$ cat config.mk
export PLATFORM = sky130hd
export DESIGN_NAME = branch_recovery_unit
export DESIGN_NICKNAME = d
export VERILOG_FILES = /design/src/rtl/br_pkg.sv /design/src/rtl/rob_age_compare.sv /design/src/rtl/branch_recovery_unit.sv
export SDC_FILE = /design/constraint.sdc
export NUM_CORES = 1
export LEC_CHECK = 0
export BUFFER_PORTS_ARGS = -buffer_cell sky130_fd_sc_hd__buf_2
export CAP_MARGIN = 10
export CORE_MARGIN = 2
export CORE_UTILIZATION = 49
export CTS_BUF_LIST = sky130_fd_sc_hd__clkbuf_2
export CTS_CLUSTER_DIAMETER = 100
export DETAILED_ROUTE_END_ITERATION = 12
export HOLD_SLACK_MARGIN = 0.06
export PLACE_DENSITY = 0.82
export SLEW_MARGIN = 20
export SYNTH_ARGS = -nofsm -noshare
export SYNTH_HDL_FRONTEND = slang
export SYNTH_SLANG_ARGS = --single-unit
$ cat constraint.sdc
create_clock -name clk -period 3.78 [get_ports clk]
set_clock_uncertainty 0.1 [all_clocks]
set_input_delay 0.756 -clock clk [delete_from_list [all_inputs] [get_ports clk]]
set_output_delay 0.756 -clock clk [all_outputs]
set_load 0.005 [all_outputs]
$ cat src/rtl/br_pkg.sv
// Shared definitions for the branch recovery unit: recovery FSM states and default widths.
package br_pkg;

  localparam int DEF_DATA_WIDTH = 32;
  localparam int DEF_ROB_WIDTH  = 4;

  typedef enum logic [1:0] {
    IDLE     = 2'd0,
    FLUSH    = 2'd1,
    REDIRECT = 2'd2
  } br_state_e;

endpackage

$ cat src/rtl/rob_age_compare.sv
// Relative age of two ROB tags, measured as distance from the current ROB head.
module rob_age_compare #(
  parameter int ROB_WIDTH = br_pkg::DEF_ROB_WIDTH
) (
  input  logic [ROB_WIDTH-1:0] tag_a_i,
  input  logic [ROB_WIDTH-1:0] tag_b_i,
  input  logic [ROB_WIDTH-1:0] head_i,
  output logic                 a_older_than_b_o
);

  logic [ROB_WIDTH-1:0] age_a;
  logic [ROB_WIDTH-1:0] age_b;

  // Modular subtraction makes tags that wrapped past the head still order correctly.
  assign age_a            = tag_a_i - head_i;
  assign age_b            = tag_b_i - head_i;
  assign a_older_than_b_o = (age_a < age_b);

endmodule

$ cat src/rtl/branch_recovery_unit.sv
// Mispredict recovery sequencer: captures the oldest mispredicting branch, flushes, then redirects fetch.
module branch_recovery_unit
  import br_pkg::*;
#(
  parameter int DATA_WIDTH = DEF_DATA_WIDTH,
  parameter int ROB_WIDTH  = DEF_ROB_WIDTH,
  parameter int CNT_WIDTH  = 16
) (
  input  logic                  clk,
  input  logic                  rst,
  input  logic                  i_br_valid,
  input  logic [ROB_WIDTH-1:0]  i_br_rob_tag,
  input  logic                  i_br_mispredict,
  input  logic                  i_br_taken,
  input  logic [DATA_WIDTH-1:0] i_br_target,
  input  logic [DATA_WIDTH-1:0] i_br_link,
  input  logic [ROB_WIDTH-1:0]  i_rob_head,
  input  logic                  i_redirect_ready,
  output logic                  o_flush,
  output logic [ROB_WIDTH-1:0]  o_flush_tag,
  output logic                  o_redirect_valid,
  output logic [DATA_WIDTH-1:0] o_redirect_pc,
  output logic                  o_busy,
  output logic [CNT_WIDTH-1:0]  o_mispredict_count
);

  br_state_e             state_q, state_d;
  logic [ROB_WIDTH-1:0]  tag_q, tag_d;
  logic [DATA_WIDTH-1:0] pc_q, pc_d;
  logic [CNT_WIDTH-1:0]  cnt_q, cnt_d;
  logic                  accept;
  logic                  new_is_older;
  logic                  capture;

  assign accept = i_br_valid && i_br_mispredict;

  rob_age_compare #(
    .ROB_WIDTH (ROB_WIDTH)
  ) u_age (
    .tag_a_i          (i_br_rob_tag),
    .tag_b_i          (tag_q),
    .head_i           (i_rob_head),
    .a_older_than_b_o (new_is_older)
  );

  always_ff @(posedge clk or posedge rst) begin
    if (rst) begin
      state_q <= IDLE;
      tag_q   <= '0;
      pc_q    <= '0;
      cnt_q   <= '0;
    end else begin
      state_q <= state_d;
      tag_q   <= tag_d;
      pc_q    <= pc_d;
      cnt_q   <= cnt_d;
    end
  end

  // A strictly older mispredict always wins, even over a redirect handshake in the same cycle.
  always_comb begin
    state_d = state_q;
    tag_d   = tag_q;
    pc_d    = pc_q;
    cnt_d   = cnt_q;
    capture = 1'b0;
    unique case (state_q)
      IDLE: begin
        if (accept) capture = 1'b1;
      end
      FLUSH: begin
        if (accept && new_is_older) capture = 1'b1;
        else                        state_d = REDIRECT;
      end
      REDIRECT: begin
        if (accept && new_is_older) capture = 1'b1;
        else if (i_redirect_ready)  state_d = IDLE;
      end
      default: state_d = IDLE;
    endcase
    if (capture) begin
      state_d = FLUSH;
      tag_d   = i_br_rob_tag;
      pc_d    = i_br_taken ? i_br_target : i_br_link;
      if (cnt_q != '1) cnt_d = cnt_q + CNT_WIDTH'(1);
    end
  end

  assign o_flush            = (state_q == FLUSH);
  assign o_redirect_valid   = (state_q == REDIRECT);
  assign o_busy             = (state_q != IDLE);
  assign o_flush_tag        = tag_q;
  assign o_redirect_pc      = pc_q;
  assign o_mispredict_count = cnt_q;

endmodule

### Word level (Yosys, flattened, before mapping)

Cells that the tools add are included.

| word-level totals | value |
|---|---|
| flip-flop bits (word level) | 54 |
| latch bits | 0 |
| bits in writable memories | 0 |
| ROM bits | 0 |
| input bits | 78 |
| output and inout bits | 55 |
| memories kept | 0 |

| operators by class | value |
|---|---|
| $add $sub $neg | 3 |
| multipliers | 0 |
| div/mod/pow operators | 0 |
| $lt $le $gt $ge | 1 |
| eq/ne operators | 7 |
| shift operators | 0 |
| multiplexer cells | 9 |
| bitwise logic cells | 0 |
| reductions and logical operators | 7 |

Operators with widths:

| cell | count |
|---|---|
| $mux W32 | 1 |
| $add A16 B1 Y16 const B | 1 |
| $ne A16 B16 Y1 const B | 1 |
| $mux W2 | 4 |
| $sub A4 B4 Y4 | 2 |
| $ne A3 B3 Y1 const B | 2 |
| $pmux W2 S3 | 1 |
| $lt A4 B4 Y1 | 1 |
| $reduce_and A4 Y1 | 1 |
| $ne A3 B2 Y1 const B | 1 |
| $eq A2 B1 Y1 const B | 1 |
| $eq A2 B2 Y1 const B | 1 |
| $logic_and A1 B1 Y1 | 2 |
| $logic_not A2 Y1 | 1 |
| $mux W1 | 2 |
| $ne A2 B2 Y1 const B | 1 |
| $pmux W1 S2 | 1 |
| $reduce_and A2 Y1 | 1 |
| $reduce_bool A2 Y1 | 1 |
| $reduce_or A2 Y1 | 1 |

### Longest topological paths before layout

Gate-level depths: netlist (run 1).

| depth | value |
|---|---|
| depth in word-level cells | 7 |
| gate-level depth with buffers | 14 |
| mapped depth without buffers | 12 |

### Cells and area by module

A second synthesis (run 1) with hierarchy kept.

| second synthesis, totals | value |
|---|---|
| cell total of the unflattened synthesis | 286 |
| area total of the unflattened synthesis | 2,880.3 sq um |

By module, submodules not included:

| module | times used | cells each | area each (sq um) | sequential area each (sq um) |
|---|---|---|---|---|
| branch_recovery_unit | 1 | 251 | 2,582.5 | 1,351.3 |
| rob_age_compare | 1 | 35 | 297.8 | 0.0 |

### Least setup slack after synthesis (run 1)

No wires, ideal clock.

| timing | value |
|---|---|
| path kind | in2reg |
| start point | input port i_rob_head[1] |
| end point | register tag_q[1], in the netlist o_flush_tag[1] |
| setup time | 0.125 ns |
| data arrival time | 3.135 ns |
| data required time | 3.555 ns |
| slack | 0.420 ns |
| cell stages on the path | 11 |
| buffers on the path | 1 |
| cells stage by stage | inv_1 > ha_1 > a21o_1 > a21oi_1 > xnor2_1 > ha_1 > and2_1 > or4_4 > o32ai_4 > buf_6 > mux2_2 |

| on the way | value |
|---|---|
| longest elaborated chain between the ends | 5 |

Ends and longest elaborated chain:

| item | RTL line | RTL |
|---|---|---|
| start: declaration | branch_recovery_unit.sv:17 | `input logic [ROB_WIDTH-1:0] i_rob_head,` |
| $sub A4 B4 Y4, on equally long branches | rob_age_compare.sv:15, rob_age_compare.sv:16 |  |
| $lt A4 B4 Y1 * | rob_age_compare.sv:17 | `assign a_older_than_b_o = (age_a < age_b);` |
| $logic_and A1 B1 Y1 * | branch_recovery_unit.sv:72, branch_recovery_unit.sv:76 |  |
| $mux W1 * | branch_recovery_unit.sv:72, branch_recovery_unit.sv:76 |  |
| $pmux W1 S2 * | branch_recovery_unit.sv:67 | `unique case (state_q)` |
| end signal: assignment | branch_recovery_unit.sv:54 | `tag_q <= tag_d;` |
| end: declaration | branch_recovery_unit.sv:28 | `logic [ROB_WIDTH-1:0] tag_q, tag_d;` |

Every way passes the cells marked *; elsewhere a longest branch is shown, timed or not.
A chain may end at the register's enable or synchronous reset.

### Final worst setup path (run 1)

| timing | value |
|---|---|
| start point | input port i_rob_head[1] |
| end point | register cnt_q[5], in the netlist o_mispredict_count[5] |

| on the way | value |
|---|---|
| longest elaborated chain between the ends | 6 |

Ends and longest elaborated chain:

| item | RTL line | RTL |
|---|---|---|
| $sub A4 B4 Y4, on equally long branches | rob_age_compare.sv:15, rob_age_compare.sv:16 |  |
| $lt A4 B4 Y1 * | rob_age_compare.sv:17 |  |
| $logic_and A1 B1 Y1 * | branch_recovery_unit.sv:72, branch_recovery_unit.sv:76 |  |
| $mux W1 * | branch_recovery_unit.sv:72, branch_recovery_unit.sv:76 |  |
| $pmux W1 S2 * | branch_recovery_unit.sv:67 |  |
| $reduce_and A2 Y1 (no line) * | n/a |  |
| end signal: assignment | branch_recovery_unit.sv:56 | `cnt_q <= cnt_d;` |
| end: declaration | branch_recovery_unit.sv:30 | `logic [CNT_WIDTH-1:0] cnt_q, cnt_d;` |

Marks and branches as above.

==> impl_metrics.env, run 1 <==
export IMPL_status="completed"
export IMPL_worst_pin_slew_ns=0.904
export IMPL_synth_area_mm2=0.00310
export IMPL_diodes=0
export IMPL_fillers=491
export IMPL_drt_iter0_markers=66
export IMPL_coreArea_mm2=0.00603
export IMPL_path_clk_slew_ns=0.25
export IMPL_die_height_um=83.5
export IMPL_crit_fanout=45
export IMPL_drt_wl_total_um=6150
export IMPL_grt_start_max_net_pins=55
export IMPL_postCtsHoldBufs=0
export IMPL_synth_seq_cells=54
export IMPL_crit_path_cell_trace="buf_2 > inv_1 > ha_1 > a21o_1 > a21oi_1 > xnor2_1 > ha_1 > and2_1 > or4_4 > o32ai_4 > buf_12 > nand4_1 > xnor2_1"
export IMPL_synth_seq_area_share=0.437
export IMPL_drv_slew=0
export IMPL_postCtsSetupRepairBufs=0
export IMPL_setup_violations=0
export IMPL_period_share=0.849
export IMPL_cts_resized=0
export IMPL_overflow=0
export IMPL_area_delta_synth_final_pct=23.9
export IMPL_synth_edff_count=0
export IMPL_critical_path_slowest_cell="or4_4"
export IMPL_vias_per_cell=5.11
export IMPL_numCtsBuffers=5
export IMPL_dp_cells=479
export IMPL_cts_buffer_depth=2
export IMPL_holdWs_ns=0.352
export IMPL_hold_path_class="in -> async"
export IMPL_cts_tree="built"
export IMPL_dp_hpwl_um=4800
export IMPL_synthCells=284
export IMPL_layout_common_cells="132 x buf_2, 54 x dfrtp_1, 38 x nor2_1, 32 x mux2i_1, 26 x a21oi_2"
export IMPL_finalSetupTns_ns=0
export IMPL_fin_area_mm2=0.00383
export IMPL_min_period_ns=3.21
export IMPL_grt_pass1_vias=2330
export IMPL_drcViolationCount=0
export IMPL_die_area_mm2=0.00697
export IMPL_multi_input_area_mm2=0.00156
export IMPL_dr_pass1_iters=4
export IMPL_p_leak_nw=1.94
export IMPL_startpoint_type="input pin"
export IMPL_vias=2489
export IMPL_fmax_mhz=312
export IMPL_drive_above_1_share=0.442
export IMPL_antenna_found_initial=0
export IMPL_peakVddDrop_v=0.000321
export IMPL_async_reset_ff_frac=1.00
export IMPL_ant_nets=0
export IMPL_gp_congestion=0.830
export IMPL_synth_cell_types=38
export IMPL_num_io_pins=133
export IMPL_final_util=0.636
export IMPL_postPlaceCellArea_mm2=0.00377
export IMPL_worst_path_largest_cell_delay_ns=0.49
export IMPL_num_rows=28
export IMPL_fin_ws_ns=0.571
export IMPL_die_w_um=83.5
export IMPL_critical_path_required_ns=4.02
export IMPL_final_hold_violation_count=0
export IMPL_ys_warn_count=0
export IMPL_start_util=0.514
export IMPL_avgRoutedWirePerCell_um=12.6
export IMPL_syn_avg_cell_area_um2=10.9
export IMPL_relSlewSlack=0.397
export IMPL_io_buffers=132
export IMPL_cts_root_buffer="clkbuf_2"
export IMPL_synth_flop_cell="dfrtp_1"
export IMPL_layout_cells_most_common="buf_2"
export IMPL_cp_end_kind="flop"
export IMPL_power_mw=2.42
export IMPL_seqCellArea_mm2=0.00135
export IMPL_clock_sinks=54
export IMPL_rsz0062_at_grt="no"
export IMPL_grt_usage=0.177
export IMPL_final_nets=505
export IMPL_dp_slack_ns=0.0921
export IMPL_htree_levels=2
export IMPL_clock_latency_ns=0.42
export IMPL_power_density_mw_per_mm2=630
export IMPL_fin_cells=487
export IMPL_critPathKind="in -> reg"
export IMPL_cp_arrival_ns=3.45
export IMPL_drv_cap=0
export IMPL_grt_first_pass_wirelength_um=10200
export IMPL_mappedNetlistNets=378
==> registers in the layout, indices dropped and copies added, names as in the netlist <==
signal	cells
o_redirect_pc	32
o_mispredict_count	16
o_flush_tag	4
state_q	2
==> synth_stat cells (6+ instances only) <==
master / count / area [um2]
ha_1: 14 / 175
dfrtp_1: 54 / 1350
nand2_1: 8 / 30.0
a21oi_1: 8 / 40.0
nor2_1: 38 / 143
nand3_1: 13 / 65.1
xnor2_1: 20 / 175
buf_6: 9 / 101
inv_1: 14 / 52.6
a21oi_2: 26 / 228
nand4_1: 6 / 37.5
mux2i_1: 32 / 320
==> critical path: cells and delay by family <==
kind,cells,cell delay (ns)
AND/OR/NAND/NOR,3,0.80
adder cells (fa/ha/maj),2,0.56
AO/OA/AOI/OAI,3,0.58
buffers and inverters,3,0.45
XOR/XNOR,2,0.30
==> layout make-up <==
class | instances | area share
multi-input combinational | 201 | 0.408
sequential | 54 | 0.352
timing repair buffer | 135 | 0.185
tap | 75 | 0.0245
inverter | 14 | 0.0140
clock buffer | 7 | 0.00914
clock inverter | 1 | 0.00783
==> per-layer routing <==
layer	vias to the layer above	routed length, um	track usage
li1	1234	-	-
met1	1155	2590	0.218
met2	91	3060	0.312
met3	9	417	0.0386
met4	0	78	0.0557
met5	-	0	0
==> power by group <==
group	switching (mW)	total [mW]	internal, mW
combinational	0.596	1.17	0.577
clock	0.168	0.286	0.118
sequential	0.154	0.959	0.805
total	0.919	2.42	1.50
==> worst paths after layout <==
path                                                        start                                 to  slack, ns  cells past startpoint
min in group clk                o_mispredict_count[9]$_DFFE_PP0P_  o_mispredict_count[9]$_DFFE_PP0P_       0.42                      1
worst max register to register         o_flush_tag[1]$_DFFE_PP0P_  o_mispredict_count[5]$_DFFE_PP0P_       0.61                     11
worst max-delay path                                i_rob_head[1]  o_mispredict_count[5]$_DFFE_PP0P_       0.57                     13
worst min register to register  o_mispredict_count[9]$_DFFE_PP0P_  o_mispredict_count[9]$_DFFE_PP0P_       0.42                      1
worst min-delay path                                          rst  o_mispredict_count[0]$_DFFE_PP0P_       0.35                      2
max in group asynchronous                                     rst      o_redirect_pc[28]$_DFFE_PP0P_       2.69                      2
==> cell families (layout without fill, tap and decap cells) <==
kind of cell	count (synthesis)	after routing	share of synthesized area
xor gates and xnor gates	21	21	0.0594
AOI/OAI and AO/OA	44	44	0.117
buffers and inverters	29	157	0.0586
DFF	54	54	0.437
and+or+nand+nor	84	84	0.141
muxes	36	36	0.118
adders and majority gates	16	16	0.0695
(Power assumes the default switching activity.)
==> run 2: changes to the inputs <==
--- a/config.mk
+++ b/config.mk
@@ -8,12 +8,12 @@
 export BUFFER_PORTS_ARGS = -buffer_cell sky130_fd_sc_hd__buf_2
 export CAP_MARGIN = 10
 export CORE_MARGIN = 2
-export CORE_UTILIZATION = 49
+export CORE_UTILIZATION = 45
 export CTS_BUF_LIST = sky130_fd_sc_hd__clkbuf_2
 export CTS_CLUSTER_DIAMETER = 100
 export DETAILED_ROUTE_END_ITERATION = 12
 export HOLD_SLACK_MARGIN = 0.06
-export PLACE_DENSITY = 0.82
+export PLACE_DENSITY = 0.79
 export SLEW_MARGIN = 20
 export SYNTH_ARGS = -nofsm -noshare
 export SYNTH_HDL_FRONTEND = slang
==> constraint.sdc (replaced) <==
create_clock -name clk -period 2.94 [get_ports clk]
set_clock_uncertainty 0.1 [all_clocks]
set_input_delay 0.588 -clock clk [delete_from_list [all_inputs] [get_ports clk]]
set_output_delay 0.588 -clock clk [all_outputs]
set_load 0.005 [all_outputs]
==> run 2 against run 1 <==
  * The flow now finishes with violations (setup timing)
  * Register-to-register slack worse by 0.66 ns
  * Cell count rose by 6.0%
  * Die area increased by 8.5%
  * Worst hold slack got worse by 0.037 ns
  * Clock power up 31%
  * Non-clock buffer count rose by 24
  * Largest cell class unchanged
  * Largest power group unchanged
==> impl_metrics.env, run 2 (synthesis gave the netlist of run 1 again) <==
export IMPL_area_delta_synth_final_pct=44.8
export IMPL_critical_path_required_ns=3.23
export IMPL_drt_iter0_markers=79
export IMPL_antenna_found_initial=0
export IMPL_reg2reg_depth=14
export IMPL_setup_violations=11
export IMPL_drv_cap=0
export IMPL_cts_root_buffer="clkbuf_2"
export IMPL_power_mw=3.82
export IMPL_final_hold_violation_count=0
export IMPL_start_util=0.461
export IMPL_clock_latency_ns=0.44
export IMPL_clock_sinks=54
export IMPL_power_density_mw_per_mm2=851
export IMPL_drcViolationCount=0
export IMPL_num_rows=30
export IMPL_cp_end_kind="flop"
export IMPL_cp_arrival_ns=3.28
export IMPL_die_w_um=86.9
export IMPL_grt_pass1_vias=2466
export IMPL_diodes=0
export IMPL_cts_buffer_depth=2
export IMPL_numCtsBuffers=5
export IMPL_worst_pin_slew_ns=0.891
export IMPL_critPathKind="reg -> reg"
export IMPL_fmax_mhz=334
export IMPL_path_clk_slew_ns=0.28
export IMPL_drv_slew=0
export IMPL_avgRoutedWirePerCell_um=14.5
export IMPL_ant_nets=0
export IMPL_grt_usage=0.184
export IMPL_overflow=0
export IMPL_hold_depth=3
export IMPL_peakVddDrop_v=0.000436
export IMPL_layout_cells_most_common="buf_2"
export IMPL_rsz0062_at_grt="yes"
export IMPL_dr_pass1_iters=4
export IMPL_relSlewSlack=0.406
export IMPL_fin_ws_ns=-0.0499
export IMPL_vias=2626
export IMPL_startpoint_type="flop"
export IMPL_layout_common_cells="132 x buf_2, 54 x dfrtp_1, 32 x mux2i_1, 30 x a21oi_2, 24 x nor2_1"
export IMPL_final_nets=529
export IMPL_drt_wl_total_um=7500
export IMPL_largest_register_ffs=32
export IMPL_crit_fanout=8
export IMPL_num_io_pins=133
export IMPL_status="finished with violations"
export IMPL_io_buffers=132
export IMPL_violations="setup timing"
export IMPL_postPlaceCellArea_mm2=0.00404
export IMPL_htree_levels=2
export IMPL_drive_above_1_share=0.571
export IMPL_hold_path_class="in -> reg"
export IMPL_fin_area_mm2=0.00448
export IMPL_die_area_mm2=0.00756
export IMPL_coreArea_mm2=0.00672
export IMPL_die_height_um=86.9
export IMPL_grt_start_max_net_pins=36
export IMPL_gp_congestion=0.840
export IMPL_vias_per_cell=5.09
export IMPL_cts_tree="built"
export IMPL_grt_first_pass_wirelength_um=11100
export IMPL_p_leak_nw=2.14
export IMPL_dp_hpwl_um=5460
export IMPL_period_share=1.02
export IMPL_min_period_ns=2.99
## run 2: timing repair
action,4_1_cts,5_1_grt
pin swaps,1,12
resized for setup,0,50
setup endpoints to repair,4,52
hold endpoints to repair,19,0
cloned,0,4
hold buffers,1,0
buffers inserted,0,4
## run 2: where the power goes
| part | internal, mW | switching, mW |
|---|---|---|
| clock | 0.147 | 0.229 |
| combinational | 1.18 | 0.981 |
| sequential | 1.04 | 0.247 |
## run 2: path summary, 6_finish.rpt
path	from	end	slack, ns
min in group asynchronous	rst	o_redirect_pc[19]$_DFFE_PP0P_	0.55
worst max register to register	o_flush_tag[1]$_DFFE_PP0P_	o_redirect_pc[30]$_DFFE_PP0P_	-0.05
max in group asynchronous	rst	state_q[1]$_DFFE_PP0P_	1.42
worst min-delay path	i_br_link[5]	o_redirect_pc[5]$_DFFE_PP0P_	0.31
worst min register to register	o_mispredict_count[15]$_DFFE_PP0P_	o_mispredict_count[15]$_DFFE_PP0P_	0.43
worst max-delay path	o_flush_tag[1]$_DFFE_PP0P_	o_redirect_pc[30]$_DFFE_PP0P_	-0.05
## run 2: critical path, stage by stage, from the launching register on
cell and delay (ns):
dfrtp_1 0.47, ha_4 0.22, a21o_1 0.20, a21oi_2 0.15, xnor2_1 0.14, ha_1 0.27
and2_4 0.15, or4_4 0.42, o32ai_4 0.16, buf_12 0.17, buf_12 0.12, buf_12 0.11
buf_12 0.14, nor2_2 0.05, a21oi_2 0.08
## run 2: cell type report
type                       count  area (um2)
clock inverter                 2        37.5
sequential                    54        1350
fill                         519        2240
tap                           80         100
timing repair buffer         159        1040
clock buffer                   6        30.0
inverter                      14        67.6
multi-input combinational    201        1850
## run 2: layer usage
metal / global-route usage / routed length (um)
met1: 0.233 / 3010
met2: 0.314 / 4030
met3: 0.0389 / 403
met4: 0.0554 / 61
met5: 0 / 0
## run 2: through the flow
stage / setup slack (ns) / setup TNS, ns / instances / hold WS (ns) / util
global route: -0.131 / -3.64 / 516 / 0.279 / 0.667
finish: -0.0499 / -0.385 / 516 / 0.314 / 0.667
CTS: 0.00898 / 0 / 508 / 0.310 / 0.612
floorplan: 0.00111 / 0 / 284 / 0.387 / -
detailed placement: -0.326 / -15.46 / 499 / 0.399 / 0.601
global placement: -0.228 / -11.10 / 499 / 0.377 / 0.601
==> run 3: changes to the inputs <==
--- a/config.mk
+++ b/config.mk
@@ -5,13 +5,13 @@
 export SDC_FILE = /design/constraint.sdc
 export NUM_CORES = 1
 export LEC_CHECK = 0
-export BUFFER_PORTS_ARGS = -buffer_cell sky130_fd_sc_hd__buf_2
 export CAP_MARGIN = 10
 export CORE_MARGIN = 2
-export CORE_UTILIZATION = 45
+export CORE_UTILIZATION = 60
 export CTS_BUF_LIST = sky130_fd_sc_hd__clkbuf_2
 export CTS_CLUSTER_DIAMETER = 100
 export DETAILED_ROUTE_END_ITERATION = 12
+export DONT_BUFFER_PORTS = 1
 export HOLD_SLACK_MARGIN = 0.06
 export PLACE_DENSITY = 0.79
 export SLEW_MARGIN = 20
==> run 3 against run 2 <==
  * The run still ends with setup timing left
  * Register-to-register slack hardly changed
  * Critical path type unchanged
  * Sequential cell count is the same
  * Clock power shrank 22%
  * Setup slack worse by 0.013 ns
  * Clock-buffer cell count did not move
  * Routed wire length down 11%
  * Core utilization rose by 8.2 points
  * Sequential share of layout area grew 5.6 points
  * Worst hold slack lost 0.12 ns
==> impl_metrics.env, run 3 (synthesis gave the netlist of run 1 again) <==
export IMPL_status="finished with violations"
export IMPL_violations="setup timing"
export IMPL_finalSetupTns_ns=-0.799
export IMPL_drt_wl_total_um=6690
export IMPL_grt_first_pass_wirelength_um=9460
export IMPL_cp_end_kind="flop"
export IMPL_fin_ws_ns=-0.0627
export IMPL_diodes=0
export IMPL_drv_slew=0
export IMPL_p_leak_nw=1.65
export IMPL_fin_cells=379
export IMPL_grt_util_met3=0.0728
export IMPL_overflow=0
export IMPL_power_frac_clock=0.086
export IMPL_startpoint_type="flop"
export IMPL_drt_iter0_markers=91
export IMPL_crit_fanout=6
export IMPL_worst_path_largest_cell_delay_ns=0.46
export IMPL_busiest_layer="met2"
export IMPL_grt_start_max_net_pins=55
export IMPL_ant_nets=0
export IMPL_cts_root_buffer="clkbuf_2"
export IMPL_seqPwrFrac=0.395
export IMPL_hold_path_class="in -> reg"
export IMPL_area_delta_synth_final_pct=22.0
export IMPL_die_height_um=75.8
export IMPL_power_share_switching=0.388
export IMPL_die_area_mm2=0.00575
export IMPL_vias=2177
export IMPL_final_nets=402
export IMPL_coreArea_mm2=0.00504
export IMPL_grt_usage=0.215
export IMPL_clock_sinks=54
export IMPL_grt_pass1_vias=2081
export IMPL_cts_tree="built"
export IMPL_cp_common_cell="inv_2"
export IMPL_htree_levels=2
export IMPL_postPlaceCellArea_mm2=0.00338
export IMPL_dr_pass1_iters=4
export IMPL_gp_congestion=0.822
export IMPL_use_met1=0.259
export IMPL_power_switching_mw=1.33
export IMPL_dp_hpwl_um=4740
export IMPL_die_w_um=75.8
export IMPL_cellInternalPower_mw=2.09
export IMPL_drive_above_1_share=0.366
export IMPL_fin_area_mm2=0.00378
export IMPL_power_density_mw_per_mm2=905
export IMPL_layout_cells_most_common="dfrtp_1"
export IMPL_num_rows=26
export IMPL_drcViolationCount=0
export IMPL_fillers=340
export IMPL_num_io_pins=133
export IMPL_avgRoutedWirePerCell_um=17.7
export IMPL_final_hold_violation_count=0
export IMPL_critPathKind="reg -> reg"
export IMPL_critical_path_required_ns=3.17
export IMPL_dp_cells=357
export IMPL_p_comb_frac=0.519
export IMPL_worst_pin_slew_ns=0.387
export IMPL_cts_buffer_depth=2
export IMPL_critical_path_slowest_cell="dfrtp_1"
export IMPL_min_period_ns=3.00
export IMPL_layout_common_cells="54 x dfrtp_1, 32 x mux2i_1, 29 x a21oi_2, 25 x nor2_1, 16 x xnor2_1"
export IMPL_io_buffers=0
export IMPL_cp_arrival_ns=3.23
export IMPL_antenna_found_initial=0
export IMPL_clock_latency_ns=0.43
export IMPL_path_clk_slew_ns=0.27
export IMPL_vias_per_cell=5.74
export IMPL_rsz0062_at_grt="yes"
export IMPL_drv_cap=0
export IMPL_crit_path_cell_trace="inv_2 > ha_4 > inv_2 > a21o_1 > a21oi_2 > xnor2_2 > ha_1 > and2_4 > or4_4 > o32ai_4 > buf_6 > buf_12 > mux2_4"
export IMPL_crit_family="simple AND/OR/NAND/NOR gates"
export IMPL_largest_register_ffs=32
export IMPL_fmax_mhz=333
export IMPL_critical_path_buf_inv_count=4
export IMPL_relSlewSlack=0.741
export IMPL_period_share=1.02
export IMPL_peakVddDrop_v=0.000546
export IMPL_dp_slack_ns=-0.115
export IMPL_setup_violations=39
export IMPL_numCtsBuffers=5
export IMPL_start_util=0.614
export IMPL_grt_util_met2=0.375
-- run 3: cell types whose count changed in the layout (fill, tap and decap cells not counted), sizes merged --
cell,change
clkbuf,+1
bufinv,-1
clkinv,+2
clkinvlp,-1
buf,-128
-- run 3: power by group through the flow --
stage	sequential [mW]	combinational (mW)	clock (mW)
after CTS	1.34	1.41	0.302
after global routing	1.39	1.94	0.342
after detailed placement	1.35	1.41	0
final	1.35	1.77	0.293
after global placement	1.34	1.35	0
after floorplan	1.26	1.11	0
-- run 3: stage by stage --
stage / total power [mW] / utilization / hold slack, ns
final: 3.42 / 0.749 / 0.196
after global routing: 3.68 / 0.749 / 0.153
after CTS: 3.05 / 0.682 / 0.169
after detailed placement: 2.76 / 0.670 / 0.418
after global placement: 2.70 / 0.670 / 0.412
after floorplan: 2.37 / - / 0.387
-- run 3: final timing paths --
path,start,end,slack (ns),cells after the start
worst max-delay path,o_flush_tag[0]$_DFFE_PP0P_,o_flush_tag[2]$_DFFE_PP0P_,-0.06,13
worst min-delay path,i_br_rob_tag[0],o_flush_tag[0]$_DFFE_PP0P_,0.20,2
worst max register to register,o_flush_tag[0]$_DFFE_PP0P_,o_flush_tag[2]$_DFFE_PP0P_,-0.06,13
worst min register to register,o_mispredict_count[9]$_DFFE_PP0P_,o_mispredict_count[9]$_DFFE_PP0P_,0.45,1
max in group asynchronous,rst,state_q[0]$_DFFE_PP0P_,1.97,3
min in group asynchronous,rst,o_redirect_pc[16]$_DFFE_PP0P_,0.51,3
-- run 3: repair_timing --
action / 4_1_cts / 5_1_grt
resized for setup: 0 / 35
setup endpoints to repair: 19 / 53
gates cloned: 0 / 5
pin swaps: 1 / 11
hold buffers: 1 / 0
endpoints found under the hold margin: 54 / 0
buffers inserted: 1 / 7
-- run 3: worst register-to-register path, cell delays in order (launching register included) --
cell     delay, ns
dfrtp_1       0.46
inv_2         0.09
ha_4          0.13
inv_2         0.04
a21o_1        0.18
a21oi_2       0.19
xnor2_2       0.13
ha_1          0.25
and2_4        0.15
or4_4         0.42
o32ai_4       0.19
buf_6         0.15
buf_12        0.12
mux2_4        0.30
-- run 3: cell type report --
cell class,instances,area (um2),share of cell area
multi-input combinational,201,1780,0.472
timing repair buffer,32,444,0.118
clock buffer,6,30.0,0.00795
tap,70,87.6,0.0232
sequential,54,1350,0.358
inverter,14,67.6,0.0179
clock inverter,2,13.8,0.00364
-- run 3: per-layer routing --
metal  share of wire  vias up
li1                -     1029
met1            0.38     1048
met2            0.53       96
met3           0.087        4
met4          0.0072        0
met5               0        -
